--- config.mk ---
export PLATFORM = sky130hd
export DESIGN_NAME = hazard_ctrl_flat
export DESIGN_NICKNAME = d
export VERILOG_FILES = /design/src/rtl/hazard_ctrl_if.sv /design/src/rtl/hazard_ctrl.sv /design/src/flat_wrapper.sv
export SDC_FILE = /design/constraint.sdc
export NUM_CORES = 1
export LEC_CHECK = 0
export ABC_AREA = 1
export BUFFER_PORTS_ARGS = -buffer_cell sky130_fd_sc_hd__buf_2
export CAP_MARGIN = 0
export CORE_MARGIN = 2
export CORE_UTILIZATION = 42
export CTS_CLUSTER_SIZE = 40
export DETAILED_ROUTE_END_ITERATION = 7
export PLACE_DENSITY_LB_ADDON = 0.2
export SETUP_SLACK_MARGIN = 0.15
export SLEW_MARGIN = 20
export SYNTH_ARGS = -nofsm -noshare
export SYNTH_HDL_FRONTEND = slang
export SYNTH_SLANG_ARGS = --single-unit
--- constraint.sdc ---
create_clock -name clk -period 1.4 [get_ports clk]
set_input_delay 0.14 -clock clk [delete_from_list [all_inputs] [get_ports clk]]
set_output_delay 0.14 -clock clk [all_outputs]
set_load 0.005 [all_outputs]
--- src/rtl/hazard_ctrl_if.sv ---
// -----------------------------------------------------------------------------
// hazard_ctrl_if
// Bundle of every signal exchanged between the pipeline datapath and the
// hazard controller.
//   master : datapath side - drives register numbers, stage controls and the
//            mult/div request; receives the stall/flush/forward/md controls.
//   slave  : hazard controller side - the reverse directions.
// -----------------------------------------------------------------------------
interface hazard_ctrl_if;
    // Stage source / destination register numbers
    logic [4:0] rs_d;
    logic [4:0] rt_d;
    logic [4:0] rs_e;
    logic [4:0] rt_e;
    logic [4:0] writereg_e;
    logic [4:0] writereg_m;
    logic [4:0] writereg_w;
    // Stage controls
    logic       regwrite_e;
    logic       regwrite_m;
    logic       regwrite_w;
    logic       memtoreg_e;
    logic       memtoreg_m;
    logic       branch_d;
    logic       pcsrc_d;
    logic       md_start_e;
    logic       md_is_div_e;
    // Pipeline controls back to the datapath
    logic       stall_f;
    logic       stall_d;
    logic       stall_e;
    logic       flush_d;
    logic       flush_e;
    logic       flush_m;
    logic       forward_a_d;
    logic       forward_b_d;
    logic [1:0] forward_a_e;
    logic [1:0] forward_b_e;
    logic       md_busy;
    logic       md_done;

    modport master (
        output rs_d, rt_d, rs_e, rt_e, writereg_e, writereg_m, writereg_w,
        output regwrite_e, regwrite_m, regwrite_w, memtoreg_e, memtoreg_m,
        output branch_d, pcsrc_d, md_start_e, md_is_div_e,
        input  stall_f, stall_d, stall_e, flush_d, flush_e, flush_m,
        input  forward_a_d, forward_b_d, forward_a_e, forward_b_e,
        input  md_busy, md_done
    );

    modport slave (
        input  rs_d, rt_d, rs_e, rt_e, writereg_e, writereg_m, writereg_w,
        input  regwrite_e, regwrite_m, regwrite_w, memtoreg_e, memtoreg_m,
        input  branch_d, pcsrc_d, md_start_e, md_is_div_e,
        output stall_f, stall_d, stall_e, flush_d, flush_e, flush_m,
        output forward_a_d, forward_b_d, forward_a_e, forward_b_e,
        output md_busy, md_done
    );
endinterface

--- src/rtl/hazard_ctrl.sv ---
// -----------------------------------------------------------------------------
// hazard_ctrl
// Hazard controller for the 5-stage MIPS pipeline: load-use and branch-operand
// stalls, redirect flush, EX/D-stage forwarding selects, and a mult/div
// occupancy FSM that holds the pipeline while the HI/LO unit is busy.
// Ports:
//   clk : clock, FSM advances on the rising edge
//   rst : asynchronous active-high reset; forces every output to 0 while high
//   hz  : hazard_ctrl_if.slave - stage inputs in, stall/flush/forward/md out
// All outputs except md_done are combinational from inputs and FSM state;
// md_done is a Moore output of the DONE state.
// -----------------------------------------------------------------------------
module hazard_ctrl #(
    parameter int MUL_LAT = 4,
    parameter int DIV_LAT = 32,
    parameter int CNT_W   = 6
) (
    input  logic          clk,
    input  logic          rst,
    hazard_ctrl_if.slave  hz
);

    typedef enum logic [1:0] {
        IDLE = 2'b00,
        BUSY = 2'b01,
        DONE = 2'b10
    } md_state_t;

    // The request cycle in IDLE is the first stalled cycle, so BUSY only
    // needs to cover LAT-1 more cycles: load LAT-2 and leave at cnt==0.
    localparam logic [CNT_W-1:0] MUL_LOAD = CNT_W'(MUL_LAT - 2);
    localparam logic [CNT_W-1:0] DIV_LOAD = CNT_W'(DIV_LAT - 2);
    localparam logic [CNT_W-1:0] CNT_ZERO = {CNT_W{1'b0}};
    localparam logic [CNT_W-1:0] CNT_ONE  = {{(CNT_W-1){1'b0}}, 1'b1};

    md_state_t        state_r;
    md_state_t        state_s;
    logic [CNT_W-1:0] cnt_r;
    logic [CNT_W-1:0] cnt_s;
    logic             lw_stall_s;
    logic             br_stall_s;
    logic             md_stall_s;
    logic             stall_any_s;

    // Register 0 is hard-wired zero, so it never creates a dependency.
    function automatic logic reg_match(input logic [4:0] a, input logic [4:0] b);
        return (a != 5'd0) && (a == b);
    endfunction

    // EX-stage operand select: the younger MEM result beats the WB result.
    function automatic logic [1:0] fwd_sel_e(input logic [4:0] src,
                                             input logic       rw_m,
                                             input logic [4:0] wr_m,
                                             input logic       rw_w,
                                             input logic [4:0] wr_w);
        if (rw_m && reg_match(wr_m, src)) begin
            return 2'b10;
        end else if (rw_w && reg_match(wr_w, src)) begin
            return 2'b01;
        end else begin
            return 2'b00;
        end
    endfunction

    // Hazard detection: load-use, branch operand not yet available, mult/div hold.
    always_comb begin
        lw_stall_s = hz.memtoreg_e & hz.regwrite_e &
                     (reg_match(hz.writereg_e, hz.rs_d) | reg_match(hz.writereg_e, hz.rt_d));
        br_stall_s = hz.branch_d &
                     ((hz.regwrite_e &
                       (reg_match(hz.writereg_e, hz.rs_d) | reg_match(hz.writereg_e, hz.rt_d))) |
                      (hz.memtoreg_m &
                       (reg_match(hz.writereg_m, hz.rs_d) | reg_match(hz.writereg_m, hz.rt_d))));
        md_stall_s = ((state_r == IDLE) & hz.md_start_e) | (state_r == BUSY);
        stall_any_s = md_stall_s | lw_stall_s | br_stall_s;
    end

    // Occupancy FSM next state; DONE always returns to IDLE so a request
    // still present in DONE cannot restart the unit.
    always_comb begin
        state_s = state_r;
        cnt_s   = cnt_r;
        case (state_r)
            IDLE: begin
                if (hz.md_start_e) begin
                    state_s = BUSY;
                    cnt_s   = hz.md_is_div_e ? DIV_LOAD : MUL_LOAD;
                end else begin
                    state_s = IDLE;
                    cnt_s   = cnt_r;
                end
            end
            BUSY: begin
                if (cnt_r == CNT_ZERO) begin
                    state_s = DONE;
                    cnt_s   = cnt_r;
                end else begin
                    state_s = BUSY;
                    cnt_s   = cnt_r - CNT_ONE;
                end
            end
            DONE: begin
                state_s = IDLE;
                cnt_s   = cnt_r;
            end
            default: begin
                state_s = IDLE;
                cnt_s   = CNT_ZERO;
            end
        endcase
    end

    // Occupancy FSM state and counter registers.
    always_ff @(posedge clk or posedge rst) begin
        if (rst) begin
            state_r <= IDLE;
            cnt_r   <= CNT_ZERO;
        end else begin
            state_r <= state_s;
            cnt_r   <= cnt_s;
        end
    end

    // Pipeline control outputs; a stalled register is never also flushed,
    // and a stall holds a redirect until it can be re-evaluated.
    always_comb begin
        hz.stall_f     = 1'b0;
        hz.stall_d     = 1'b0;
        hz.stall_e     = 1'b0;
        hz.flush_d     = 1'b0;
        hz.flush_e     = 1'b0;
        hz.flush_m     = 1'b0;
        hz.forward_a_d = 1'b0;
        hz.forward_b_d = 1'b0;
        hz.forward_a_e = 2'b00;
        hz.forward_b_e = 2'b00;
        hz.md_busy     = 1'b0;
        hz.md_done     = 1'b0;
        if (rst) begin
            hz.stall_f = 1'b0;
        end else begin
            hz.stall_f     = stall_any_s;
            hz.stall_d     = stall_any_s;
            hz.stall_e     = md_stall_s;
            hz.flush_d     = hz.pcsrc_d & ~stall_any_s;
            hz.flush_e     = (lw_stall_s | br_stall_s) & ~md_stall_s;
            hz.flush_m     = md_stall_s;
            hz.forward_a_d = hz.regwrite_m & reg_match(hz.writereg_m, hz.rs_d);
            hz.forward_b_d = hz.regwrite_m & reg_match(hz.writereg_m, hz.rt_d);
            hz.forward_a_e = fwd_sel_e(hz.rs_e, hz.regwrite_m, hz.writereg_m,
                                       hz.regwrite_w, hz.writereg_w);
            hz.forward_b_e = fwd_sel_e(hz.rt_e, hz.regwrite_m, hz.writereg_m,
                                       hz.regwrite_w, hz.writereg_w);
            hz.md_busy     = md_stall_s;
            hz.md_done     = (state_r == DONE);
        end
    end

endmodule

--- src/flat_wrapper.sv ---
// flat-port wrapper written by rule: the top's interface ports become plain ports
module hazard_ctrl_flat 
#(
    parameter int MUL_LAT = 4,
    parameter int DIV_LAT = 32,
    parameter int CNT_W   = 6
)
  (clk, rst, hz_rs_d, hz_rt_d, hz_rs_e, hz_rt_e, hz_writereg_e, hz_writereg_m, hz_writereg_w, hz_regwrite_e, hz_regwrite_m, hz_regwrite_w, hz_memtoreg_e, hz_memtoreg_m, hz_branch_d, hz_pcsrc_d, hz_md_start_e, hz_md_is_div_e, hz_stall_f, hz_stall_d, hz_stall_e, hz_flush_d, hz_flush_e, hz_flush_m, hz_forward_a_d, hz_forward_b_d, hz_forward_a_e, hz_forward_b_e, hz_md_busy, hz_md_done);
  hazard_ctrl_if hz_i ();
  input  logic clk;
  input  logic rst;
  input wire logic [$bits(hz_i.rs_d)-1:0] hz_rs_d;
  input wire logic [$bits(hz_i.rt_d)-1:0] hz_rt_d;
  input wire logic [$bits(hz_i.rs_e)-1:0] hz_rs_e;
  input wire logic [$bits(hz_i.rt_e)-1:0] hz_rt_e;
  input wire logic [$bits(hz_i.writereg_e)-1:0] hz_writereg_e;
  input wire logic [$bits(hz_i.writereg_m)-1:0] hz_writereg_m;
  input wire logic [$bits(hz_i.writereg_w)-1:0] hz_writereg_w;
  input wire logic [$bits(hz_i.regwrite_e)-1:0] hz_regwrite_e;
  input wire logic [$bits(hz_i.regwrite_m)-1:0] hz_regwrite_m;
  input wire logic [$bits(hz_i.regwrite_w)-1:0] hz_regwrite_w;
  input wire logic [$bits(hz_i.memtoreg_e)-1:0] hz_memtoreg_e;
  input wire logic [$bits(hz_i.memtoreg_m)-1:0] hz_memtoreg_m;
  input wire logic [$bits(hz_i.branch_d)-1:0] hz_branch_d;
  input wire logic [$bits(hz_i.pcsrc_d)-1:0] hz_pcsrc_d;
  input wire logic [$bits(hz_i.md_start_e)-1:0] hz_md_start_e;
  input wire logic [$bits(hz_i.md_is_div_e)-1:0] hz_md_is_div_e;
  output wire logic [$bits(hz_i.stall_f)-1:0] hz_stall_f;
  output wire logic [$bits(hz_i.stall_d)-1:0] hz_stall_d;
  output wire logic [$bits(hz_i.stall_e)-1:0] hz_stall_e;
  output wire logic [$bits(hz_i.flush_d)-1:0] hz_flush_d;
  output wire logic [$bits(hz_i.flush_e)-1:0] hz_flush_e;
  output wire logic [$bits(hz_i.flush_m)-1:0] hz_flush_m;
  output wire logic [$bits(hz_i.forward_a_d)-1:0] hz_forward_a_d;
  output wire logic [$bits(hz_i.forward_b_d)-1:0] hz_forward_b_d;
  output wire logic [$bits(hz_i.forward_a_e)-1:0] hz_forward_a_e;
  output wire logic [$bits(hz_i.forward_b_e)-1:0] hz_forward_b_e;
  output wire logic [$bits(hz_i.md_busy)-1:0] hz_md_busy;
  output wire logic [$bits(hz_i.md_done)-1:0] hz_md_done;
  assign hz_i.rs_d = hz_rs_d;
  assign hz_i.rt_d = hz_rt_d;
  assign hz_i.rs_e = hz_rs_e;
  assign hz_i.rt_e = hz_rt_e;
  assign hz_i.writereg_e = hz_writereg_e;
  assign hz_i.writereg_m = hz_writereg_m;
  assign hz_i.writereg_w = hz_writereg_w;
  assign hz_i.regwrite_e = hz_regwrite_e;
  assign hz_i.regwrite_m = hz_regwrite_m;
  assign hz_i.regwrite_w = hz_regwrite_w;
  assign hz_i.memtoreg_e = hz_memtoreg_e;
  assign hz_i.memtoreg_m = hz_memtoreg_m;
  assign hz_i.branch_d = hz_branch_d;
  assign hz_i.pcsrc_d = hz_pcsrc_d;
  assign hz_i.md_start_e = hz_md_start_e;
  assign hz_i.md_is_div_e = hz_md_is_div_e;
  assign hz_stall_f = hz_i.stall_f;
  assign hz_stall_d = hz_i.stall_d;
  assign hz_stall_e = hz_i.stall_e;
  assign hz_flush_d = hz_i.flush_d;
  assign hz_flush_e = hz_i.flush_e;
  assign hz_flush_m = hz_i.flush_m;
  assign hz_forward_a_d = hz_i.forward_a_d;
  assign hz_forward_b_d = hz_i.forward_b_d;
  assign hz_forward_a_e = hz_i.forward_a_e;
  assign hz_forward_b_e = hz_i.forward_b_e;
  assign hz_md_busy = hz_i.md_busy;
  assign hz_md_done = hz_i.md_done;
  hazard_ctrl #(.MUL_LAT(MUL_LAT), .DIV_LAT(DIV_LAT), .CNT_W(CNT_W)) u_core (.clk(clk), .rst(rst), .hz(hz_i));
endmodule
==> results of run 1 <==
[worst max-delay path by stage]
stage,endpoint,depth (start not counted),slack [ps]
after global routing,u_core.cnt_r[5],9,-100
final,u_core.cnt_r[5],9,-10
after floorplan,u_core.cnt_r[5],9,80
after global placement,hz_flush_e,12,10
after CTS,hz_stall_d,7,20
after detailed placement,hz_stall_d,12,-9
[cell type report]
| cell class | instances | area, um2 |
|---|---|---|
| well taps | 31 | 38.8 |
| inverters | 45 | 189 |
| repair buffers | 79 | 522 |
| clock buffers | 3 | 22.5 |
| fillers | 267 | 888 |
| multi-input cells | 161 | 968 |
| flip-flops and latches | 8 | 200 |
[sequential cells by signal, summed over array words and instances, names as in the netlist]
register        count
u_core.cnt_r        6
u_core.state_r      2
[critical path: cells and delay by family (launching register included)]
family | cells | cell delay, ps
flip-flops | 1 | 370
AND/OR/NAND/NOR | 4 | 470
buffers and inverters | 2 | 110
AO/OA/AOI/OAI | 1 | 110
adder cells (fa/ha/maj) | 1 | 140
XOR/XNOR | 1 | 130
[cell usage after synthesis (all sizes together)]
cell	number	area share [%]
o22ai	2	0.98
nand2	61	18
clkbuf	1	0.29
xnor2	8	5.5
o211ai	2	1.2
nor3	7	3.1
buf	7	5.3
xor2	9	6.2
nand4	3	1.5
nor4	3	1.5
inv	45	13
a21oi	11	4.3
nand3	12	5.1
dfrtp	8	16
o21ai	11	4.3
a41oi	1	0.69
ha	1	0.98
a2111oi	1	1.2
nor2	26	9.0
o221ai	1	0.69
a31oi	2	0.98
[routing by layer]
| layer | track usage (%) | vias up | wire [um] |
|---|---|---|---|
| met3 | 3.71 | 12 | 231 |
| met5 | 0 | - | 0 |
| met1 | 27.0 | 706 | 1650 |
| met2 | 36.5 | 54 | 1810 |
| li1 | - | 841 | - |
| met4 | 2.92 | 0 | 75 |
[repair_timing]
item | CTS | global route
pin swaps | 7 | 21
hold buffers | 0 | 0
resized for setup | 10 | 58
buffers inserted | 6 | 5
setup endpoints to repair | 15 | 19
cloned | 0 | 0
[kinds of logic (layout without fill, tap and decap cells)]
group / Yosys count / count (layout) / synth area share, %
buf+inv: 53 / 127 / 18.9
compound gates: 31 / 31 / 14.3
fa+ha+maj: 1 / 1 / 0.982
simple gates: 112 / 112 / 38.4
xor+xnor: 17 / 17 / 11.7
flops: 8 / 8 / 15.7
[cell usage in the layout, fill, tap and decap left out]
cell type | synthesis | layout
a2111oi_2 | 1 | 1
a21oi_1 | 11 | 8
a21oi_2 | 0 | 3
a31oi_1 | 2 | 2
a41oi_1 | 1 | 1
buf_12 | 0 | 1
buf_2 | 0 | 50
buf_4 | 3 | 18
buf_6 | 4 | 9
buf_8 | 0 | 1
clkbuf_4 | 0 | 3
clkinv_8 | 0 | 1
dfrtp_1 | 8 | 8
ha_4 | 0 | 1
inv_1 | 40 | 29
inv_2 | 5 | 12
inv_4 | 0 | 3
nand2_1 | 60 | 57
nand2_2 | 1 | 4
nand3_1 | 11 | 10
nand3_2 | 1 | 1
nand3_4 | 0 | 1
nand4_1 | 3 | 3
nor2_1 | 23 | 21
nor2_4 | 2 | 5
nor3_1 | 6 | 4
nor3_2 | 1 | 2
nor3_4 | 0 | 1
nor4_2 | 0 | 3
o211ai_1 | 2 | 2
o21ai_0 | 11 | 6
o21ai_1 | 0 | 3
o21ai_2 | 0 | 2
o221ai_1 | 1 | 1
o22ai_1 | 2 | 1
o22ai_2 | 0 | 1
xnor2_1 | 8 | 6
xnor2_2 | 0 | 2
xor2_1 | 9 | 8
xor2_2 | 0 | 1
[stage by stage]
step | util [%] | power (mW) | setup WS, ps | instances | hold WS, ps
3_5_place_dp | 57.3 | 1.44 | -8.76 | 313 | 380
2_1_floorplan | - | 1.12 | 79.1 | 222 | 183
4_1_cts | 60.2 | 1.69 | 20.2 | 322 | 105
6_report | 68.6 | 1.89 | -12.8 | 327 | 102
3_3_place_gp | 57.3 | 1.43 | 12.7 | 313 | 379
5_1_grt | 68.6 | 2.05 | -96.8 | 327 | 124
[power groups by stage]
stage	registers, mW	clock network [mW]	logic, mW
finish	0.444	0.178	1.27
floorplan	0.416	0	0.703
global placement	0.433	0	0.995
global route	0.453	0.190	1.41
CTS	0.419	0.185	1.09
detailed placement	0.435	0	1.01
==> key figures, run 1 <==
Synth
  – Yosys reg bits: 8
  – Post-synthesis instance total: 222
  – Post-synthesis sequential area ratio: between 10% and 20%
  – Mapped cell area: approximately 1300 um2
  – Post-synth cell types: 28
  – YS warnings: 0
  – Post-synth net total: roughly 270
  – Avg Cell Area, Syn: around 5.7 um2

Worst setup path
  – Crit end category: flip-flop
  – CP cell instances: inv_2, ha_4, inv_4, nor3_4, nand4_1, nand2_2, nor2_1, xor2_1, a21oi_1
  – Nature of the critical path startpoint: flip-flop
  – Setup CP Type: reg -> reg
  – R2r startpoint: u_core.cnt_r[0]
  – CP Launch Point: u_core.cnt_r[0]
  – Worst-path maximum fanout: 2
  – R2r setup slk: -10 ps
  – Data required, critical path: about 1600 ps
  – FF-to-FF End: u_core.cnt_r[5]
  – CP arrival: between 1500 and 2000 ps
  – CP max stage delay: around 370 ps
  – Worst r2r path cells: 9
  – CP max-delay cell: dfrtp_1

Route
  – Via density per instance: just under 5
  – Initial DRC Count: 66
  – WL/cell: 11.5 um
  – Total Wirelength: between 3 and 4 mm
  – Vias post-DR: 1613
  – ANT nets after route: 0
  – DRC viols: 0
  – First drt pass iteration count: 4

Global routing
  – Pin count of the biggest net entering global routing: 11
  – Grt ovf: 0
  – Initial antenna violation count: 0
  – Wire length of the first global-routing pass: ~5.7 mm
  – Vias in the first global route: 1417
  – GRT Total Usage: between 20% and 30%

Timing
  – Worst-Margin Slew: approximately 380 ps
  – Fmax: about 0.71 GHz
  – Max-slew violations: 0
  – Post-route minimum period: 1410 ps
  – Setup TNS: -12.8 ps
  – Worst clock skew: roughly 6.3 ps
  – Slew headroom: between 70 and 80%
  – Final hold vios: 0
  – Final setup vio count: 1
  – RSZ-0062 raised after global routing: yes
  – Setup ws final: -12.8 ps
  – Fin crit share: 101%

Hold path
  – Hold Crit Class: in -> async

Layout
  – Final instance area: around 1900 um2
  – Diodes inserted: 0
  – Nets: between 300 and 400
  – Layout cells sized above 1: 42.6%
  – Area Growth Syn to Fin: 52.4%

Pwr
  – Sw Share: 45.7%
  – Clock network power share: about a tenth
  – Power Dens Cells: approximately 1000 nW/um2
  – Int Pwr: between 1 and 1.5 mW
  – Maximum VDD drop: roughly 570 uV
  – Combinational Power Share: about two thirds
  – Static Leak: 1.09 nW
  – Sequential share of power: 23.5%
  – Sw power: ~0.86 mW

Status
  – Status: complete, but fails checks
  – Failing checks: negative setup slack

Die
  – Die Area: between 3000 and 4000 um2
  – Die width: approximately 59 um
  – Die height: 59.1 um
  – Row Count: 19
  – Starting Density: a little under half
  – Ports: 60
  – Core area: between 2000 and 3000 um2

Clock network
  – Inserted Clock Buffers: 3
  – CTS tree: yes
  – Clock transition at path regs: 60 ps
  – CTS Buffer Depth: 2
  – Root buffer cell: clkbuf_4
  – Clk_lat worst skew: 260 ps
  – Clk sinks: 8
  – H-tree depth: 1

Place
  – Area post-placement: 1620 um2
  – DPL Wire Length: 2.81 mm
  – Buffers on Ports: 59
  – GPL Wtd Cong: ~0.82

Run
  – MaxCap Viol Count: 0
No activity file was read; power rests on OpenSTA's default activity.
==> inputs of run 2 (changes only) <==
- CORE_UTILIZATION: 42 -> 49
- SKIP_LAST_GASP: default -> 1
- clock period: 1.4 -> 1.7 ns (I/O delays scaled with it)
==> run 2 against run 1 <==
Against the previous run: the flow now finishes without violations; sequential power is 15% lower; sequential share of layout area is 1.9 points higher; combinational power fell by 32%; wire length shrank 9.4%; core utilization decreased by 2.0 points; sequential cell count stayed put; maximum frequency is 8.1% lower; final cell count shrank 4.6%; critical endpoint unchanged; largest power group unchanged; highest routed layer unchanged.
==> key figures, run 2 (synthesis gave the netlist of run 1 again) <==
Die
  – Die width: 55.0 um (-6.9%)
  – Core area: 2480 um2 (-12%)
  – Ports: 60 (unchanged)
  – Starting Density: 51.4% (+6.4 points)
  – Row Count: 18 (-1)
  – Die height: 55.0 um (-6.9%)
  – Die Area: 3020 um2 (-13%)

Global routing
  – Wire length of the first global-routing pass: 5.07 mm (-11%)
  – Vias in the first global route: 1303 (-8.0%)
  – Initial antenna violation count: 0 (unchanged)
  – Pin count of the biggest net entering global routing: 11 (unchanged)
  – Grt ovf: 0 (unchanged)
  – GRT Total Usage: 23.0% (+2.3 points)

Worst setup path
  – Setup CP Type: reg -> reg
  – CP max stage delay: 370 ps (about the same)
  – CP cell instances: inv_2, ha_4, inv_4, nor3_4, nand4_1, nand2_1, nor2_1, xor2_1, a21oi_1
  – CP max-delay cell: dfrtp_1
  – Crit end category: flip-flop
  – Nature of the critical path startpoint: flip-flop
  – Data required, critical path: 1890 ps (+310 ps)
  – Worst-path maximum fanout: 5 (+3)
  – CP arrival: 1730 ps (+130 ps)

Layout
  – Max reg flops: 6 (unchanged)
  – Fill count: 262 (-1.9%)
  – Final core utilization: 66.6% (-2.0 points)
  – Top reg by flops: u_core.cnt_r
  – Nets: 331 (-4.1%)
  – Leading cell types in the layout, fill and taps excluded: nand2_1 (60), buf_2 (58), inv_1 (35), nor2_1 (23)
  – Multi-input logic area: 872 um2 (-9.9%)
  – Layout cells sized above 1: 31.6% (-11 points)
  – Area Growth Syn to Fin: 29.6%
  – Diodes inserted: 0 (unchanged)
  – Reg area: 201 um2 (+0.62%)
  – Largest regs: u_core.cnt_r (6), u_core.state_r (2)
  – Commonest non-fill, non-tap cell in the layout: nand2_1

Route
  – DR top layer: met4
  – ANT nets after route: 0 (unchanged)
  – Via density per instance: 4.96 (+0.45%)
  – Initial DRC Count: 41 (-38%)
  – Total Wirelength: 3.42 mm (-9.4%)
  – Vias post-DR: 1546 (-4.2%)
  – DRC viols: 0 (unchanged)
  – WL/cell: 10.9 um (-5.1%)
  – DR WL met3: 165 um (-29%)
  – Routed metal-1 wirelength: 1.47 mm (-11%)
  – First drt pass iteration count: 4 (unchanged)
  – Met2 wire len: 1.73 mm (-4.7%)

Clock network
  – Clock transition at path regs: 50 ps (about the same)
  – CTS tree: yes
  – Clk sinks: 8 (unchanged)
  – Clk_lat worst skew: 260 ps (about the same)
  – CTS Buffer Depth: 2 (unchanged)
  – Root buffer cell: clkbuf_4
  – H-tree depth: 1 (unchanged)
  – Inserted Clock Buffers: 3 (unchanged)

Timing
  – Fmax: 0.650 GHz (-8.1%)
  – Worst-Margin Slew: 437 ps (+52.2 ps)
  – Post-route minimum period: 1540 ps (+125 ps)
  – Fin crit share: 90.5% (-10 points)
  – Worst clock skew: 3.44 ps (-2.83 ps)
  – Final setup vio count: 0 (-1)
  – Setup TNS: 0 ps (+12.8 ps)
  – Slew headroom: 70.6% (-3.7 points)
  – Max-slew violations: 0 (unchanged)
  – Final hold vios: 0 (unchanged)
  – RSZ-0062 raised after global routing: yes

Run
  – MaxCap Viol Count: 0 (unchanged)

Hold path
  – Hold Crit Class: in -> reg

Place
  – Buffers on Ports: 59 (unchanged)
  – GPL Wtd Cong: 0.813 (-1.4%)
  – DPL Wire Length: 2.71 mm (-3.4%)

Pwr
  – Tot Pwr: 1.39 mW (-27%)
  – Power Dens Cells: 841 nW/um2 (-14%)
  – Maximum VDD drop: 886 uV (+57%)
  – Static Leak: 0.977 nW (-10%)

Status
  – Status: finished, final reports clean
==> run 2: changes by cell type in the layout (fill, tap and decap cells not counted), moves of 4 or more <==
cell | previous run | this run
inv_1 | 29 | 35
buf_6 | 9 | 0
buf_2 | 50 | 58
buf_4 | 18 | 5
o21ai_0 | 6 | 10
==> run 2: report_power, final <==
| part | internal [mW] | total, mW | switching (mW) | leakage [nW] |
|---|---|---|---|---|
| combinational | 0.365 | 0.861 | 0.496 | 0.869 |
| sequential | 0.286 | 0.377 | 0.0913 | 0.0948 |
| clock | 0.0810 | 0.150 | 0.0690 | 0.0138 |
| total | 0.732 | 1.39 | 0.656 | 0.977 |
==> run 2: path summary, 6_finish.rpt <==
| kind | start | to | slack, ps | cells past startpoint |
|---|---|---|---|---|
| max in group asynchronous | rst | u_core.state_r[0] | 990 | 4 |
| worst min-delay path | hz_md_is_div_e | u_core.cnt_r[3] | 240 | 3 |
| worst max register to register | u_core.cnt_r[0] | u_core.cnt_r[5] | 160 | 9 |
| min in group asynchronous | rst | u_core.cnt_r[1] | 570 | 4 |
| worst max-delay path | u_core.cnt_r[0] | u_core.cnt_r[5] | 160 | 9 |
| worst min register to register | u_core.cnt_r[0] | u_core.cnt_r[0] | 580 | 2 |
==> run 2: cell type report <==
type	instances	area share (%)
well taps	30	2.27
repair buffers	65	20.9
multi-input cells	161	52.8
flip-flops and latches	8	12.2
inverters	45	10.4
clock buffers	3	1.36
==> run 2: through the flow <==
step	hold slack, ps	setup slack (ps)	area [um2]	std cells
6_report	239	162	1650	312
5_1_grt	255	-6.04	1650	312
4_1_cts	224	196	1580	308
3_5_place_dp	283	224	1540	304
3_3_place_gp	283	245	1540	304
2_1_floorplan	200	347	1270	222
==> run 2: metal layers <==
metal,vias up,track usage [%]
li1,816,-
met1,680,27.9
met2,43,41.5
met3,7,4.03
met4,0,6.10
met5,-,0
==> run 2: worst max-delay path, delay by kind of cell, from the launching register on <==
family          cells  cell delay, ps
simple gates        4             560
flops               1             370
buf+inv             2             140
fa+ha+maj           1             140
xor+xnor            1             140
compound gates      1             110
==> run 2: what timing repair did <==
action	4_1_cts	5_1_grt
pin swaps	0	7
cloned	0	0
endpoints found under the hold margin	4	0
setup endpoints to repair	7	9
gates resized for setup	2	14
hold buffers	1	0
buffers inserted	0	4
==> inputs of run 3 (changes only) <==
- ABC_AREA: 1 -> default
- CORE_UTILIZATION: 49 -> 48
==> run 3 against run 2 <==
Against the previous run: sequential power shrank 13%; die area decreased by 13%; sequential share of layout area grew 0.19 points; combinational power grew 30%; global-route usage rose by 2.3 points; non-clock buffer count up 16; the run now ends with negative setup slack left; critical path type unchanged; worst setup slack worse by 330 ps; sequential cell count stayed put; core utilization rose by 7.8 points; wire length decreased by 4.1%; power rose by 15%.
==> key figures, run 3 <==
Synth
  – Dominant synthesized flop cell: dfrtp_1
  – YS warnings: 0 (unchanged)
  – Mapped cell area: 1080 um2 (-15%)
  – Post-Synth Simple-Gate Area: 24.8% (-14 points)
  – Yosys reg bits: 8 (unchanged)
  – Largest family of logic cells by synthesized area: XOR/XNOR gates
  – Post-synth EDFFs: 0 (unchanged)
  – Adder-Cell Fraction of Synth Area: 1.16% (+0.18 points)
  – Post-synth net total: 180 (-33%)
  – Top-count cell post-synth: xor2_1
  – Async set or reset register ratio after synthesis: 100% (unchanged)
  – Mux contribution to synthesized area: 0.927% (+0.93 points)
  – Synth Area in Compound Gates: 13.8% (-0.55 points)
  – Commonest cells post-synth: xor2_1 (23), xnor2_1 (19), nor3_1 (10)
  – Synth top area cells: xor2_1 (19%), dfrtp_1 (19%), xnor2_1 (15%)
  – Post-synthesis instance total: 133 (-40%)
  – Synth area leader: xor2_1
  – Yosys top cell area share: 18.7% (+0.97 points)
  – Post-synthesis sequential area ratio: 18.5% (+2.8 points)
  – Post-synth cell types: 42 (+50%)
  – Synth Area in XOR/XNOR: 34.1% (+22 points)
  – Avg Cell Area, Syn: 8.12 um2 (+42%)

Route
  – WL/cell: 13.9 um (+27%)
  – Initial DRC Count: 31 (-24%)
  – Total Wirelength: 3.28 mm (-4.1%)
  – DRC viols: 0 (unchanged)
  – ANT nets after route: 0 (unchanged)
  – First drt pass iteration count: 4 (unchanged)
  – Vias post-DR: 1243 (-20%)
  – Via density per instance: 5.29 (+6.7%)

Worst setup path
  – Crit end category: flip-flop
  – Worst r2r path cells: 7 (-2)
  – Nature of the critical path startpoint: flip-flop
  – Data required, critical path: 1850 ps (-40 ps)
  – Setup CP Type: reg -> reg
  – Worst-path maximum fanout: 6 (+1)
  – CP arrival: 2020 ps (+290 ps)

Hold path
  – Hold path depth: 3 (unchanged)
  – Hold Crit Class: in -> reg

Layout
  – Layout Cells excl Fill: 235 (-25%)
  – Max reg flops: 6 (unchanged)
  – Commonest non-fill, non-tap cell in the layout: buf_2
  – Diodes inserted: 0 (unchanged)
  – Top reg by flops: u_core.cnt_r
  – Final core utilization: 74.5% (+7.8 points)
  – Largest regs: u_core.cnt_r (6), u_core.state_r (2)
  – Nets: 256 (-23%)
  – Layout cells sized above 1: 47.3% (+16 points)
  – Area Growth Syn to Fin: 49.6%
  – Leading cell types in the layout, fill and taps excluded: buf_2 (57), xor2_1 (23), buf_4 (20), xnor2_1 (19), nor3_1 (10)

Pwr
  – Tot Pwr: 1.60 mW (+15%)
  – Maximum VDD drop: 848 uV (-4.3%)
  – Power Dens Cells: 989 nW/um2 (+18%)
  – Static Leak: 0.772 nW (-21%)

Die
  – Core area: 2170 um2 (-12%)
  – Row Count: 17 (-1)
  – Die height: 51.4 um (-6.5%)
  – Die width: 51.4 um (-6.5%)
  – Starting Density: 49.8% (-1.6 points)
  – Ports: 60 (unchanged)
  – Die Area: 2650 um2 (-13%)

Clock network
  – Clk_lat worst skew: 260 ps (about the same)
  – Root buffer cell: clkbuf_4
  – Inserted Clock Buffers: 3 (unchanged)
  – Clk sinks: 8 (unchanged)
  – CTS Buffer Depth: 2 (unchanged)
  – H-tree depth: 1 (unchanged)
  – CTS tree: yes
  – Clock transition at path regs: 50 ps (about the same)

Run
  – MaxCap Viol Count: 0 (unchanged)

Timing
  – Worst clock skew: 0.674 ps (-2.77 ps)
  – Setup ws final: -173 ps (-335 ps)
  – Slew headroom: 73.6% (+3.0 points)
  – Worst-Margin Slew: 395 ps (-41.8 ps)
  – Max-slew violations: 0 (unchanged)
  – Fmax: 0.534 GHz (-18%)
  – RSZ-0062 raised after global routing: yes
  – Final setup vio count: 7 (+7)
  – Final hold vios: 0 (unchanged)
  – Post-route minimum period: 1870 ps (+335 ps)
  – Fin crit share: 110% (+20 points)
  – Hold WS: 234 ps (-4.86 ps)

Global routing
  – Initial antenna violation count: 0 (unchanged)
  – Grt ovf: 0 (unchanged)
  – Pin count of the biggest net entering global routing: 10 (-1)
  – GRT Total Usage: 25.3% (+2.3 points)
  – Vias in the first global route: 1165 (-11%)
  – Wire length of the first global-routing pass: 4.99 mm (-1.6%)

Place
  – Buffers on Ports: 59 (unchanged)
  – DPL Wire Length: 2.47 mm (-8.9%)
  – Placed Cells incl. Taps: 222 (-27%)
  – GPL Wtd Cong: 0.788 (-3.1%)
  – DP Worst Slack: -123 ps (-346 ps)

Status
  – Status: complete, but fails checks
  – Failing checks: negative setup slack
[run 3: cell types whose count changed after synthesis, moves of 3 or more]
| cell | previous run | this run |
|---|---|---|
| nor3_1 | 6 | 10 |
| nand2_1 | 60 | 6 |
| xor2_1 | 9 | 23 |
| xnor2_1 | 8 | 19 |
| nand3_1 | 11 | 8 |
| nor2_1 | 23 | 6 |
| inv_1 | 40 | 4 |
| nand4_1 | 3 | 0 |
| inv_2 | 5 | 0 |
| buf_6 | 4 | 1 |
| o21bai_1 | 0 | 3 |
| o21ai_0 | 11 | 2 |
| or4_1 | 0 | 3 |
| a21oi_1 | 11 | 1 |
[run 3: power breakdown]
part           switching [mW]  leakage [nW]  internal (mW)
combinational           0.505         0.661          0.615
clock                  0.0689        0.0138         0.0810
sequential             0.0506        0.0970          0.278
[run 3: final cells by class]
cell class | count | area (um2)
multi-input combinational | 111 | 860
fill | 181 | 554
timing repair buffer | 81 | 483
sequential | 8 | 200
tap | 28 | 35.0
clock buffer | 3 | 22.5
inverter | 4 | 15.0
[run 3: cell families (layout without fill, tap and decap cells)]
family / Yosys count / count (layout)
and+or+nand+nor: 48 / 48
AOI/OAI and AO/OA: 19 / 19
xor gates and xnor gates: 42 / 42
muxes: 1 / 1
adders and majority gates: 1 / 1
DFF: 8 / 8
buffers and inverters: 14 / 88
[run 3: critical path, stage by stage, from the launching register on]
cell and delay (ps):
dfrtp_1 370, inv_1 70, ha_2 210, nand2_2 70, or4b_4 500, o22ai_4 260
nor2_2 70, a22o_1 210
[run 3: metal layers]
layer	up-vias	track usage (%)	share of wire [%]
met5	-	0	0
met4	0	6.58	0.98
met3	4	6.14	6.4
met2	47	46.6	52
met1	579	28.8	41
li1	613	-	-
[run 3: path summary, 6_finish.rpt]
path | slack, ps | end | from
setup / recovery | -170 | u_core.cnt_r[2] | u_core.cnt_r[1]
hold / removal | 230 | u_core.cnt_r[4] | hz_md_is_div_e
setup reg to reg | -170 | u_core.cnt_r[2] | u_core.cnt_r[1]
hold reg to reg | 510 | u_core.cnt_r[3] | u_core.cnt_r[3]
max in group asynchronous | 750 | u_core.cnt_r[5] | rst
min in group asynchronous | 670 | u_core.cnt_r[3] | rst
[run 3: per-stage QoR]
stage                     area (um2)  setup TNS (ps)
after detailed placement        1450            -434
final                           1620            -676
after global placement          1450            -135
after floorplan                 1080            -195
after global routing            1620           -1210
after CTS                       1520            -316
[run 3: what timing repair did]
item	CTS	global route
gates resized for setup	3	14
pin swaps	4	4
hold endpoints to repair	8	0
setup endpoints to repair	12	19
buffers inserted	4	5
hold buffers	1	0
